[config.mk]
export PLATFORM = sky130hd
export DESIGN_NAME = seq_pattern_tx
export DESIGN_NICKNAME = d
export VERILOG_FILES = /design/src/rtl/seq_pattern_tx.sv
export SDC_FILE = /design/constraint.sdc
export NUM_CORES = 1
export LEC_CHECK = 0
export CORE_MARGIN = 8
export CORE_UTILIZATION = 53
export CTS_CLUSTER_SIZE = 25
export DETAILED_ROUTE_END_ITERATION = 10
export PLACE_DENSITY_LB_ADDON = 0.2
export REMOVE_ABC_BUFFERS = 1
export SKIP_CTS_REPAIR_TIMING = 1
export SLEW_MARGIN = 25
export SYNTH_ARGS = -nofsm -noshare
export SYNTH_HDL_FRONTEND = slang
export SYNTH_SLANG_ARGS = --single-unit
[constraint.sdc]
create_clock -name clk -period 2.7 [get_ports clk]
set_input_delay 0.675 -clock clk [delete_from_list [all_inputs] [get_ports clk]]
set_output_delay 0.675 -clock clk [all_outputs]
set_load 0.02 [all_outputs]
[src/rtl/seq_pattern_tx.sv]
// Serial bit-pattern transmitter: sends an L-bit pattern MSB first, repeated
// rep_cnt+1 times with optional idle gaps, then pulses done for one cycle.
module seq_pattern_tx #(
  parameter int unsigned PAT_W = 8,
  parameter int unsigned LEN_W = 4,
  parameter int unsigned REP_W = 4,
  parameter int unsigned GAP_W = 4
) (
  input  logic             clk,
  input  logic             rstn,
  input  logic             start,
  input  logic             abort,
  input  logic [PAT_W-1:0] pattern,
  input  logic [LEN_W-1:0] pat_len,
  input  logic [REP_W-1:0] rep_cnt,
  input  logic [GAP_W-1:0] gap_len,
  output logic             out,
  output logic             out_valid,
  output logic             busy,
  output logic             done
);

  localparam int unsigned IDX_W = (PAT_W > 1) ? $clog2(PAT_W) : 1;

  typedef enum logic [1:0] {
    IDLE  = 2'd0,
    SHIFT = 2'd1,
    GAP   = 2'd2,
    DONE  = 2'd3
  } state_t;

  state_t           state;
  state_t           state_d;

  logic [PAT_W-1:0] pat_q;
  logic [PAT_W-1:0] pat_d;
  logic [IDX_W-1:0] lm1_q;
  logic [IDX_W-1:0] lm1_d;
  logic [REP_W-1:0] rep_q;
  logic [REP_W-1:0] rep_d;
  logic [GAP_W-1:0] gap_q;
  logic [GAP_W-1:0] gap_d;
  logic [IDX_W-1:0] idx;
  logic [IDX_W-1:0] idx_d;
  logic [GAP_W-1:0] gcnt;
  logic [GAP_W-1:0] gcnt_d;
  logic [IDX_W-1:0] lm1_in;
  logic             load;

  logic             out_d;
  logic             out_valid_d;
  logic             busy_d;
  logic             done_d;

  // Effective length minus one; 0 or oversize lengths mean a full PAT_W pattern
  always_comb begin
    if (pat_len == '0 || pat_len > LEN_W'(PAT_W)) begin
      lm1_in = IDX_W'(PAT_W - 1);
    end else begin
      lm1_in = IDX_W'(pat_len - 1'b1);
    end
  end

  assign load = (state == IDLE) && start && !abort;

  // State register
  always_ff @(posedge clk or negedge rstn) begin
    if (!rstn) begin
      state <= IDLE;
    end else begin
      state <= state_d;
    end
  end

  // Next-state logic; abort always wins and returns to IDLE
  always_comb begin
    state_d = state;
    case (state)
      IDLE: begin
        if (load) state_d = SHIFT;
      end
      SHIFT: begin
        if (abort) begin
          state_d = IDLE;
        end else if (idx == '0) begin
          if (rep_q != '0) state_d = (gap_q != '0) ? GAP : SHIFT;
          else             state_d = DONE;
        end
      end
      GAP: begin
        if (abort)                      state_d = IDLE;
        else if (gcnt <= GAP_W'(1))     state_d = SHIFT;
      end
      DONE:    state_d = IDLE;
      default: state_d = IDLE;
    endcase
  end

  // Next values of shadow registers and counters
  always_comb begin
    pat_d  = pat_q;
    lm1_d  = lm1_q;
    rep_d  = rep_q;
    gap_d  = gap_q;
    idx_d  = idx;
    gcnt_d = gcnt;
    case (state)
      IDLE: begin
        if (load) begin
          pat_d = pattern;
          lm1_d = lm1_in;
          rep_d = rep_cnt;
          gap_d = gap_len;
          idx_d = lm1_in;
        end
      end
      SHIFT: begin
        if (!abort) begin
          if (idx == '0) begin
            if (rep_q != '0) begin
              rep_d  = rep_q - 1'b1;
              idx_d  = lm1_q;
              gcnt_d = gap_q;
            end
          end else begin
            idx_d = idx - 1'b1;
          end
        end
      end
      GAP: begin
        if (!abort && gcnt != '0) gcnt_d = gcnt - 1'b1;
      end
      default: ;
    endcase
  end

  // Next output values, decoded from the upcoming state so outputs come from flops
  always_comb begin
    out_d       = 1'b0;
    out_valid_d = 1'b0;
    busy_d      = (state_d != IDLE);
    done_d      = (state_d == DONE);
    if (state_d == SHIFT) begin
      out_d       = pat_d[idx_d];
      out_valid_d = 1'b1;
    end
  end

  // Datapath and output registers
  always_ff @(posedge clk or negedge rstn) begin
    if (!rstn) begin
      pat_q     <= '0;
      lm1_q     <= '0;
      rep_q     <= '0;
      gap_q     <= '0;
      idx       <= '0;
      gcnt      <= '0;
      out       <= 1'b0;
      out_valid <= 1'b0;
      busy      <= 1'b0;
      done      <= 1'b0;
    end else begin
      pat_q     <= pat_d;
      lm1_q     <= lm1_d;
      rep_q     <= rep_d;
      gap_q     <= gap_d;
      idx       <= idx_d;
      gcnt      <= gcnt_d;
      out       <= out_d;
      out_valid <= out_valid_d;
      busy      <= busy_d;
      done      <= done_d;
    end
  end

endmodule
==> impl_results.md <==
* Status: completed
* Leak Pwr at 1.133 nW
* Layout Nets at 278
* Drt pass-1 iters at 4
* Number of synthesized flops with an enable pin at 0
* Slew Limit Headroom at 65.11%
* Area of placed instances at 2243 sq um
* Final setup viols at 0
* Height of the die at 73.80 um
* Final number of hold-violating endpoints at 0
* Top cells by area, synth: dfrtp_1, nand2_1, ha_1, o21ai_0, inv_1
* Fin crit share at 97.48%
* Min cycle time layout at 2.632 ns
* CTS Buf Count at 5
* H-tree levels at 2
* Worst hold start: lm1_q[1]
* GP Congestion at 0.9465
* DRT iter0 DRCs at 61
* Sw power at 0.8630 mW
* Core ar. at 3284 sq um
* CP peak stage delay at 0.56 ns
* CTS tree: built
* Asr flop ratio synth at 100.0%
* Switching share of power at 38.70%
* Worst Setup Path Type: input port to flop
* CTS root buf: clkbuf_4
* Worst-path clk slew at 0.12 ns
* Starting density of the core at 53.90%
* # IOs at 28
* Hold EP: lm1_q[1]
* Mapped cell area at 1770 sq um
* DRC viols at 0
* Design area at 2347 sq um
* Most numerous cell in the Yosys netlist: nand2_1
* Worst R2R Start: rep_q[0]
* First-pass GRT wire length at 7.231 mm
* Reg power frac at 36.8%
* FF+latch count, synth at 32
* Sinks on Clock Net at 32
* Buf/Inv on CP at 2
* Synth warn at 0
* Critical path fanouts, max at 4
* # rows at 21
* Top Family by Delay on Critical Path: compound AO/OA/AOI/OAI gates
* P_int at 1.367 mW
* Max VDD drop at 0.5240 mV
* Routed WL per cell at 14.97 um
* GRT Util Overall at 17.06%
* Synth top area share at 45.23%
* Yosys top cell by area: dfrtp_1
* Synthesized instance count at 196
* Sequential element share of the synthesized area at 45.23%
* Port Buf Inserts at 27
* Congestion Overflow GR at 0
* Slowest CP cell: or4b_1
* Hold WC Path Type: flop to flop
* Clock share of power at 16.5%
* Clock buffer depth at 2
* Area Overhead vs Synth at 32.58%
* Syn Area/Cell at 9.033 sq um
* Initial antenna violation count at 0
* Routed WL at 4.402 mm
* Antenna cells at 0
* FF-to-FF End: out
* Total of max-cap violations at 0
* Most common library cells after synthesis: nand2_1, dfrtp_1, inv_1
* Final Power at 2.230 mW
* Routed vias/inst at 5.412
* Post-route ant nets at 0
* Vias in the first global route at 1617
* DIE AREA at 5446 sq um
* Die Wd at 73.80 um
* CP arrival at 2.89 ns
* Largest net degree at the start of global routing at 33
* Hold Path Depth at 1
* Post-synth cell types at 46
* Comb power frac at 46.7%
* Via count at 1591
* Top_reg_cell synth: dfrtp_1
* Clock Latency Late Sink at 0.34 ns
* Startpoint types: input port
* Worst Skew at 0.01818 ns
* Final Max Slew Viols at 0
* R2R depth at 8
* Crit. End Element: flop
* Critical Path RT at 2.96 ns
* Max Clk Rate at 379.9 MHz
* Setup slack, reg-to-reg at 0.10 ns
* RSZ-0062 raised after global routing: false
* Share of layout cells above drive strength 1 at 16.13%
* Pwr Density at 950.0 nW/um^2
* Post-DP HPWL at 3.225 mm
* Actual slew at the worst max-slew pin at 0.5234 ns
* Crit-path cells: clkdlybuf4s50_1 > inv_1 > ha_1 > nor2b_1 > o31a_1 > a221o_1 > or4b_1 > a41oi_2
[cell families (layout without fill, tap and decap cells)]
kind of cell | Yosys count | count (layout) | synth area share (%)
flip-flops | 32 | 32 | 45.23
XOR/XNOR | 1 | 1 | 0.4948
multiplexers | 3 | 3 | 1.696
buffers and inverters | 21 | 73 | 4.734
AO/OA/AOI/OAI | 43 | 43 | 17.39
AND/OR/NAND/NOR | 89 | 89 | 25.51
adder cells (fa/ha/maj) | 7 | 7 | 4.947
[layer usage]
| layer | vias up | routed length, um | global-route usage, % |
|---|---|---|---|
| met5 | - | 0 | 0 |
| met4 | 0 | 85 | 7.095 |
| met3 | 9 | 125 | 3.820 |
| met2 | 28 | 2379 | 31.99 |
| met1 | 779 | 1811 | 17.54 |
| li1 | 775 | - | - |
[area by class of cell]
type,instances,area [sq um]
clock buffer,5,37.54
clock inverter,3,42.54
fill,274,937.1
inverter,15,56.30
multi-input combinational,143,909.6
sequential,32,800.8
tap,46,57.56
timing repair buffer,50,442.9
[power groups by stage]
stage          clock network [mW]  logic, mW  registers (mW)
6_report                    0.368       1.04           0.821
4_1_cts                     0.372       1.03           0.814
2_1_floorplan                   0      0.611           0.810
3_5_place_dp                    0       1.01           0.823
5_1_grt                     0.392       1.15           0.845
3_3_place_gp                    0      0.966           0.816
[state kept, by name, indices dropped and copies added (netlist names)]
signal     cells
busy           1
done           1
gap_q          4
gcnt           4
idx            3
lm1_q          3
out            1
out_valid      1
pat_q          8
rep_q          4
state          2
[worst max-delay path by stage]
stage	startpoint	endpoint	slack [ns]	cells past startpoint
detailed placement	abort	out	-0.29	8
CTS	rep_q[0]	out	-0.02	8
global placement	abort	out	-0.18	8
floorplan	abort	out	0.05	6
global route	pat_len[0]	out	0.02	8
finish	pat_len[0]	out	0.07	8
[stage by stage]
| step | hold WS [ns] | instances | setup TNS, ns | worst slack, ns | util (%) |
|---|---|---|---|---|---|
| 5_1_grt | 0.5153 | 294 | 0 | 0.01783 | 71.47 |
| 3_3_place_gp | 0.4575 | 286 | -0.1794 | -0.1794 | 68.30 |
| 6_report | 0.4873 | 294 | 0 | 0.06807 | 71.47 |
| 4_1_cts | 0.4933 | 294 | -0.01973 | -0.01973 | 70.74 |
| 2_1_floorplan | 0.3794 | 190 | 0 | 0.05145 | - |
| 3_5_place_dp | 0.4685 | 286 | -0.2860 | -0.2860 | 68.30 |
[cells in the final DEF (no fill, tap or decap), types with 2 or more instances in the layout]
master           instances
a211oi_1                 2
a21o_1                   3
a21oi_1                  8
buf_4                   23
clkbuf_4                 5
clkdlybuf4s50_1         27
dfrtp_1                 32
ha_1                     7
inv_1                   15
mux2i_1                  3
nand2_1                 42
nand2b_1                 6
nand3_1                  3
nor2_1                  13
nor2b_1                  5
nor3_1                   4
nor3b_1                  2
nor3b_2                  3
o21ai_0                 12
o21ai_1                  2
or3_1                    2
or3b_1                   2
(Power assumes the default switching activity.)
